**config.mk**
```make
export PLATFORM = sky130hd
export DESIGN_NAME = pond_port_arbiter_flat
export DESIGN_NICKNAME = d
export VERILOG_FILES = /design/src/rtl/pond_port_arbiter_if.sv /design/src/rtl/pond_port_arbiter.sv /design/src/flat_wrapper.sv
export SDC_FILE = /design/constraint.sdc
export NUM_CORES = 1
export LEC_CHECK = 0
export CAP_MARGIN = 20
export CORE_ASPECT_RATIO = 0.6
export CORE_MARGIN = 10
export CORE_UTILIZATION = 45
export CTS_CLUSTER_DIAMETER = 120
export DETAILED_ROUTE_END_ITERATION = 10
export HOLD_SLACK_MARGIN = 0.08
export PLACE_DENSITY_LB_ADDON = 0.05
export SLEW_MARGIN = 20
export SYNTH_ARGS = -nofsm -noshare
export SYNTH_HDL_FRONTEND = slang
export SYNTH_SLANG_ARGS = --single-unit
```
**constraint.sdc**
```tcl
create_clock -name clk -period 2.4 [get_ports clk]
set_clock_uncertainty 0.05 [all_clocks]
set_input_delay 0.6 -clock clk [delete_from_list [all_inputs] [get_ports clk]]
set_output_delay 0.6 -clock clk [all_outputs]
set_load 0.01 [all_outputs]
```
**src/rtl/pond_port_arbiter_if.sv**
```systemverilog
// Accessor and pond-memory signals shared by the port arbiter and its neighbours.
// The slave modport is the arbiter's view; master is the accessor/memory side.
interface pond_port_arbiter_if #(
  parameter int unsigned DATA_WIDTH = 16,
  parameter int unsigned ADDR_WIDTH = 5
) ();
  logic                  wr_req;
  logic [ADDR_WIDTH-1:0] wr_addr;
  logic [DATA_WIDTH-1:0] wr_data;
  logic                  wr_ack;
  logic                  rd_req;
  logic [ADDR_WIDTH-1:0] rd_addr;
  logic                  rd_ack;
  logic [DATA_WIDTH-1:0] rd_data;
  logic                  rd_data_valid;
  logic                  mem_wen;
  logic [ADDR_WIDTH-1:0] mem_addr;
  logic [DATA_WIDTH-1:0] mem_wdata;
  logic [DATA_WIDTH-1:0] mem_rdata;
  logic                  wr_pending;
  logic [15:0]           conflict_count;

  modport slave (
    input  wr_req, wr_addr, wr_data, rd_req, rd_addr, mem_rdata,
    output wr_ack, rd_ack, rd_data, rd_data_valid, mem_wen, mem_addr, mem_wdata,
    output wr_pending, conflict_count
  );

  modport master (
    output wr_req, wr_addr, wr_data, rd_req, rd_addr, mem_rdata,
    input  wr_ack, rd_ack, rd_data, rd_data_valid, mem_wen, mem_addr, mem_wdata,
    input  wr_pending, conflict_count
  );
endinterface

```
**src/rtl/pond_port_arbiter.sv**
```systemverilog
// Single-port pond arbiter: one memory op per cycle, 1-entry write skid register,
// pending-write forwarding to reads, round-robin or read-priority contention.
module pond_port_arbiter #(
  parameter int unsigned DATA_WIDTH    = 16,
  parameter int unsigned ADDR_WIDTH    = 5,
  parameter int unsigned READ_PRIORITY = 0
) (
  input logic                 clk,
  input logic                 rst,
  pond_port_arbiter_if.slave  bus
);

  localparam logic [0:0] RrRead  = 1'b0;
  localparam logic [0:0] RrWrite = 1'b1;

  logic                  pend_v_q, pend_v_d;
  logic [ADDR_WIDTH-1:0] pend_addr_q, pend_addr_d;
  logic [DATA_WIDTH-1:0] pend_data_q, pend_data_d;
  logic [DATA_WIDTH-1:0] rd_data_q, rd_data_d;
  logic                  rd_valid_q, rd_valid_d;
  logic [15:0]           cnt_q, cnt_d;
  logic [0:0]            rr_last_q, rr_last_d;

  logic ws, rs, contend, read_wins, grant_rd, grant_wr, wr_ack, load_new, fwd_hit;

  always_comb begin
    ws        = pend_v_q | bus.wr_req;
    rs        = bus.rd_req;
    contend   = ~rst & ws & rs;
    read_wins = (READ_PRIORITY != 0) || (rr_last_q == RrWrite);
    grant_rd  = ~rst & rs & (~ws | read_wins);
    grant_wr  = ~rst & ws & ~grant_rd;
    // An accepted write that is not issued directly lands in the skid register.
    wr_ack    = ~rst & bus.wr_req & (~pend_v_q | grant_wr);
    load_new  = wr_ack & (pend_v_q | ~grant_wr);
    fwd_hit   = pend_v_q & (pend_addr_q == bus.rd_addr);

    pend_v_d    = load_new | (pend_v_q & ~grant_wr);
    pend_addr_d = load_new ? bus.wr_addr : pend_addr_q;
    pend_data_d = load_new ? bus.wr_data : pend_data_q;

    rd_valid_d = grant_rd;
    rd_data_d  = rd_data_q;
    if (grant_rd) rd_data_d = fwd_hit ? pend_data_q : bus.mem_rdata;

    cnt_d = cnt_q;
    if (contend && cnt_q != 16'hFFFF) cnt_d = cnt_q + 16'd1;

    rr_last_d = rr_last_q;
    if (contend) rr_last_d = grant_wr ? RrWrite : RrRead;
  end

  always_comb begin
    bus.mem_wen   = grant_wr;
    bus.mem_addr  = '0;
    bus.mem_wdata = '0;
    if (grant_wr) begin
      bus.mem_addr  = pend_v_q ? pend_addr_q : bus.wr_addr;
      bus.mem_wdata = pend_v_q ? pend_data_q : bus.wr_data;
    end else if (grant_rd) begin
      bus.mem_addr  = bus.rd_addr;
    end
  end

  assign bus.wr_ack         = wr_ack;
  assign bus.rd_ack         = grant_rd;
  assign bus.rd_data        = rd_data_q;
  assign bus.rd_data_valid  = rd_valid_q;
  assign bus.wr_pending     = pend_v_q;
  assign bus.conflict_count = cnt_q;

  always_ff @(posedge clk) begin
    if (rst) begin
      pend_v_q    <= 1'b0;
      pend_addr_q <= '0;
      pend_data_q <= '0;
      rd_data_q   <= '0;
      rd_valid_q  <= 1'b0;
      cnt_q       <= '0;
      rr_last_q   <= RrWrite;
    end else begin
      pend_v_q    <= pend_v_d;
      pend_addr_q <= pend_addr_d;
      pend_data_q <= pend_data_d;
      rd_data_q   <= rd_data_d;
      rd_valid_q  <= rd_valid_d;
      cnt_q       <= cnt_d;
      rr_last_q   <= rr_last_d;
    end
  end

endmodule

```
**src/flat_wrapper.sv**
```systemverilog
// flat-port wrapper written by rule: the top's interface ports become plain ports
module pond_port_arbiter_flat 
#(
  parameter int unsigned DATA_WIDTH    = 16,
  parameter int unsigned ADDR_WIDTH    = 5,
  parameter int unsigned READ_PRIORITY = 0
)
  (clk, rst, bus_wr_req, bus_wr_addr, bus_wr_data, bus_rd_req, bus_rd_addr, bus_mem_rdata, bus_wr_ack, bus_rd_ack, bus_rd_data, bus_rd_data_valid, bus_mem_wen, bus_mem_addr, bus_mem_wdata, bus_wr_pending, bus_conflict_count);
  pond_port_arbiter_if #(.DATA_WIDTH(DATA_WIDTH), .ADDR_WIDTH(ADDR_WIDTH)) bus_i ();
  input logic clk;
  input logic rst;
  input wire logic [$bits(bus_i.wr_req)-1:0] bus_wr_req;
  input wire logic [$bits(bus_i.wr_addr)-1:0] bus_wr_addr;
  input wire logic [$bits(bus_i.wr_data)-1:0] bus_wr_data;
  input wire logic [$bits(bus_i.rd_req)-1:0] bus_rd_req;
  input wire logic [$bits(bus_i.rd_addr)-1:0] bus_rd_addr;
  input wire logic [$bits(bus_i.mem_rdata)-1:0] bus_mem_rdata;
  output wire logic [$bits(bus_i.wr_ack)-1:0] bus_wr_ack;
  output wire logic [$bits(bus_i.rd_ack)-1:0] bus_rd_ack;
  output wire logic [$bits(bus_i.rd_data)-1:0] bus_rd_data;
  output wire logic [$bits(bus_i.rd_data_valid)-1:0] bus_rd_data_valid;
  output wire logic [$bits(bus_i.mem_wen)-1:0] bus_mem_wen;
  output wire logic [$bits(bus_i.mem_addr)-1:0] bus_mem_addr;
  output wire logic [$bits(bus_i.mem_wdata)-1:0] bus_mem_wdata;
  output wire logic [$bits(bus_i.wr_pending)-1:0] bus_wr_pending;
  output wire logic [$bits(bus_i.conflict_count)-1:0] bus_conflict_count;
  assign bus_i.wr_req = bus_wr_req;
  assign bus_i.wr_addr = bus_wr_addr;
  assign bus_i.wr_data = bus_wr_data;
  assign bus_i.rd_req = bus_rd_req;
  assign bus_i.rd_addr = bus_rd_addr;
  assign bus_i.mem_rdata = bus_mem_rdata;
  assign bus_wr_ack = bus_i.wr_ack;
  assign bus_rd_ack = bus_i.rd_ack;
  assign bus_rd_data = bus_i.rd_data;
  assign bus_rd_data_valid = bus_i.rd_data_valid;
  assign bus_mem_wen = bus_i.mem_wen;
  assign bus_mem_addr = bus_i.mem_addr;
  assign bus_mem_wdata = bus_i.mem_wdata;
  assign bus_wr_pending = bus_i.wr_pending;
  assign bus_conflict_count = bus_i.conflict_count;
  pond_port_arbiter #(.DATA_WIDTH(DATA_WIDTH), .ADDR_WIDTH(ADDR_WIDTH), .READ_PRIORITY(READ_PRIORITY)) u_core (.clk(clk), .rst(rst), .bus(bus_i));
endmodule
```
[Word level (Yosys, flattened, before mapping)]
Index checks and enable logic that the tools add are counted.
Word-level totals
  register bits after elaboration: 56
  output and inout bits: 58
  logic and storage cells: 38
Operators by class
  add/subtract/negate cells: 1
  equal/unequal tests: 2
  multiplexer cells: 7
  bitwise operators: 20
  reductions and logical operators: 1
Operator list (count)
  $mux W16: 3
  $add A16 B1 Y16 const B: 1
  $ne A16 B16 Y1 const B: 1
  $mux W5: 3
  $and A1 B1 Y1: 10
  $eq A5 B5 Y1: 1
  $not A1 Y1: 5
  $or A1 B1 Y1: 5
  $logic_and A1 B1 Y1: 1
  $mux W1: 1

[Logic depth before layout (Yosys ltp)]
  word-level depth: 10
  gate-level depth with buffers: 7

[Worst setup path after synthesis]
No wires, ideal clock.
  path type: in2out
  start: in rst
  end: out bus_mem_addr[1]
  arrival: 1.788 ns
  data required time: 1.750 ns
  path slack: -0.038 ns
  stages: 5
  path buffers: 2
  cell sequence: clkbuf_1 > a21oi_1 > nand2_1 > clkbuf_1 > o21ai_0
Between the ends
  word-level cells in the longest chain between the ends: 6
RTL lines
  start, declared: RTL line flat_wrapper.sv:11  | input logic rst;
  $not A1 Y1 *: RTL line pond_port_arbiter.sv:31, pond_port_arbiter.sv:32
  $and A1 B1 Y1 (2 in series): RTL line pond_port_arbiter.sv:31  | grant_rd = ~rst & rs & (~ws | read_wins);
  $not A1 Y1: RTL line pond_port_arbiter.sv:32  | grant_wr = ~rst & ws & ~grant_rd;
  $and A1 B1 Y1: RTL line pond_port_arbiter.sv:32
  $mux W5 *: RTL line pond_port_arbiter.sv:57  | if (grant_wr) begin
  end, declared: RTL line flat_wrapper.sv:23  | output wire logic [$bits(bus_i.mem_addr)-1:0] bus_mem_addr;
Every way passes the cells marked *; elsewhere a longest branch is shown, timed or not.

[Final worst setup path]
  start: reg u_core.rr_last_q, in the netlist u_core.read_wins
  end: out bus_mem_wdata[8]
Between the ends
  word-level cells in the longest chain between the ends: 5
RTL lines
  start, declared: RTL line pond_port_arbiter.sv:22  | logic [0:0] rr_last_q, rr_last_d;
  start signal, assigned: RTL line pond_port_arbiter.sv:80  | rr_last_q <= RrWrite;
  start signal, assigned: RTL line pond_port_arbiter.sv:88  | rr_last_q <= rr_last_d;
  $or A1 B1 Y1: RTL line pond_port_arbiter.sv:31
  $and A1 B1 Y1: RTL line pond_port_arbiter.sv:31
  $not A1 Y1: RTL line pond_port_arbiter.sv:32
  $and A1 B1 Y1: RTL line pond_port_arbiter.sv:32
  $mux W16: RTL line pond_port_arbiter.sv:57
  end, declared: RTL line flat_wrapper.sv:24  | output wire logic [$bits(bus_i.mem_wdata)-1:0] bus_mem_wdata;
No other way between the ends.

==> impl_metrics.tcl <==
set metrics [dict create \
    dp.final_hpwl_um 6660 \
    floorplan.initialDensity 0.463 \
    ys_ff_latch 56 \
    ys_types 43 \
    p_clk_frac 0.305 \
    slew_violations 0 \
    antenna_found_initial 0 \
    holdPathEnd "u_core.bus.rd_data[4]" \
    power_switching_uw 532 \
    clock.fmax_ghz 0.428 \
    rr_startpoint "u_core.bus.conflict_count[0]" \
    worst_slew_pin_slew_ns 0.470 \
    reg2regPathDepth 5 \
    yosysSeqAreaShare 0.397 \
    rows 22 \
    internal_power_mw 1.51 \
    cts_buffers 5 \
    min-delay-start "u_core.bus.rd_data[4]" \
    pwr-share-seq 0.485 \
    holdWs_ns 0.428 \
    finalPower_mw 2.04 \
    coreArea_um2 6110 \
    drt_first_pass_iters 4 \
    cts.root.buffer_cell "clkbuf_8" \
    async_reset_ff_frac 0 \
    worstPathArrival_ns 1.68 \
    die_area_um2 9960 \
    combPwrFrac 0.210 \
    die_w_um 122 \
    gr-usage-all-layers 0.174 \
    route.detailed.drc 0 \
    ioPinCount 104 \
    syn_inst 330 \
    hold_viol 0 \
    period_needed_ns 2.33 \
    r2r_end "u_core.bus.conflict_count[14]" \
    p_per_area_nw_per_um2 482 \
    synth.avg_cell_area_um2 8.57 \
    stdcell_area_um2 4240 \
    gr-total-overflow 0 \
    syn-cell-area_um2 2830 \
    outcome "finished, final reports clean" \
    cts_tree "done" \
    setup_viol 0 \
    wl_per_cell_um 16.7 \
    routed_wl_um 8950 \
    worstSetupPathType "flop to output port" \
    leakagePower_nw 1.72 \
    fin_crit_sh 0.973 \
    slew-limit-headroom 0.684 \
    synth_edf_count 0 \
    clk_latency_ns 0.30 \
    ant_nets 0 \
    rsz0062_at_grt "false" \
    dpl_cell_area_um2 4160 \
    maxCapViolCount 0 \
    area_delta_synth_final_pct 50.0 \
    syn_nets 377 \
    grt_pass1_wl_um 14000 \
    cts_sinks 56 \
    clock_path_buffers 2 \
    hold_path.class "flop to flop" \
    drive_gt1_frac 0.195 \
    clkTransAtPathRegs_ns 0.10 \
    routabilityCongestion 0.845 \
    grt_pass1_vias 2729 \
    yosysWarningCount 0 \
    port_buffers 103 \
    hold-path-cell-count 2 \
    cp.required_ns 1.75 \
    synth_flop_cell "dfxtp_1" \
    end_kind "output port" \
    vias 2871 \
    ff2ff_setup_slack_ns 0.29 \
    via_per_inst 5.36 \
    ir_worst_vdd_v 0.000236 \
    grt_max_degree 21 \
    path_max_fanout 7 \
    die_h_um 81.4 \
    cts_htree_levels 2 \
    diodes 0 \
    cts-hold-fix-buffers 0 \
    swShare 0.261 \
    drt_iter0_drc 194 \
    fin_nets 498 \
    critPathLaunchType "flop" \
]
metal layers:
metal,vias to the layer above,global-route usage,routed length (µm)
met3,4,0.0693,908
met4,0,0.0351,48
met1,1335,0.242,4320
met2,91,0.246,3670
met5,-,0,0
li1,1441,-,-
layout make-up:
cell class                 count  area, µm²
sequential                    56       1120
multi-input combinational    247       1640
clock inverter                 2       35.0
inverter                       2       7.51
fill                         506       1870
timing repair buffer         139       1250
tap                           84        105
clock buffer                   6       72.6
cell families (layout without fill, tap and decap cells):
family          Yosys count  count (layout)  share of synthesized area
fa+ha+maj                 1               1                    0.00443
flops                    56              56                      0.397
buf+inv                  27             149                     0.0421
compound gates           50              50                      0.121
xor+xnor                  5               5                     0.0155
simple gates            144             144                      0.254
mux                      47              47                      0.167
power groups by stage:
stage	combinational (mW)	sequential [mW]	clock (mW)
2_1_floorplan	0.173	1.02	0
3_3_place_gp	0.422	1.01	0
3_5_place_dp	0.425	1.01	0
4_1_cts	0.417	0.991	0.627
5_1_grt	0.462	0.997	0.670
6_report	0.429	0.991	0.622
registers in the layout, summed over array words and instances, names as in the netlist:
register and cells:
u_core.pend_data_q 16, u_core.bus.rd_data 16, u_core.read_wins 1, u_core.bus.wr_pending 1
u_core.bus.rd_data_valid 1, u_core.pend_addr_q 5, u_core.bus.conflict_count 16
cells in the mapped netlist, types with 4 or more instances:
library cell  number  area (µm²)
nor2_1            40         150
nand2_1           45         169
clkbuf_1          16        60.1
nand4_1           20         125
o311ai_0           4        35.0
or4_1              4        30.0
buf_2              7        35.0
o211ai_1          17         128
nand3_1            8        40.0
o21ai_0            9        45.0
xor2_1             4        35.0
a21oi_1            8        40.0
mux2i_1           46         460
dfxtp_1           56        1120
critical path, stage by stage (launching register included):
cell,delay (ns)
dfxtp_1,0.33
o21bai_2,0.20
buf_4,0.15
a21oi_4,0.15
nand2_4,0.10
clkbuf_16,0.17
nor2_2,0.13
buf_2,0.15
stage by stage:
stage                     utilization  worst slack (ns)  setup TNS (ns)  cells
after floorplan                     -            0.0305               0    330
after global placement          0.680            -0.591          -14.97    525
after detailed placement        0.680            -0.617          -16.04    525
after CTS                       0.687           0.00403               0    535
after global routing            0.694           0.00468               0    536
final                           0.694            0.0653               0    536
cell usage in the layout, fill, tap and decap left out, drive strengths merged, types with 2 or more instances in the layout:
cell type      synthesis  layout
nand4                 20      20
nand2                 45      45
nor4                   4       4
nand3                  9       9
inv                    2       2
buf                    8      57
o21ai                 10      10
o21bai                 2       2
clkdlybuf4s50          0      76
or2                    2       2
or3                    3       3
o41ai                  3       3
o211ai                17      17
and2                   3       3
xor2                   4       4
o311ai                 4       4
clkbuf                17       9
a21oi                  8       8
nor2                  40      40
and3                   2       2
or4                    5       5
nor3                   2       2
dfxtp                 56      56
mux2i                 46      46
nor4b                  2       2
nand2b                 3       3
o31ai                  3       3
dlygate4sd2            0       2
worst max-delay path by stage:
stage,startpoint,endpoint,slack [ns]
3_3_place_gp,bus_wr_req,bus_mem_addr[1],-0.59
4_1_cts,bus_wr_req,bus_mem_addr[4],0.004
2_1_floorplan,rst,bus_mem_addr[0],0.03
6_report,u_core.read_wins,bus_mem_wdata[8],0.07
3_5_place_dp,bus_wr_req,bus_mem_addr[4],-0.62
5_1_grt,u_core.read_wins,bus_mem_addr[0],0.005
repair_timing:
action                     in CTS  in global routing
buffers inserted                2                  0
pin swaps                       2                  2
setup endpoints to repair      24                 21
resized for setup             110                 11
gates cloned                    0                  1
No activity file was read; power rests on OpenSTA's default activity.
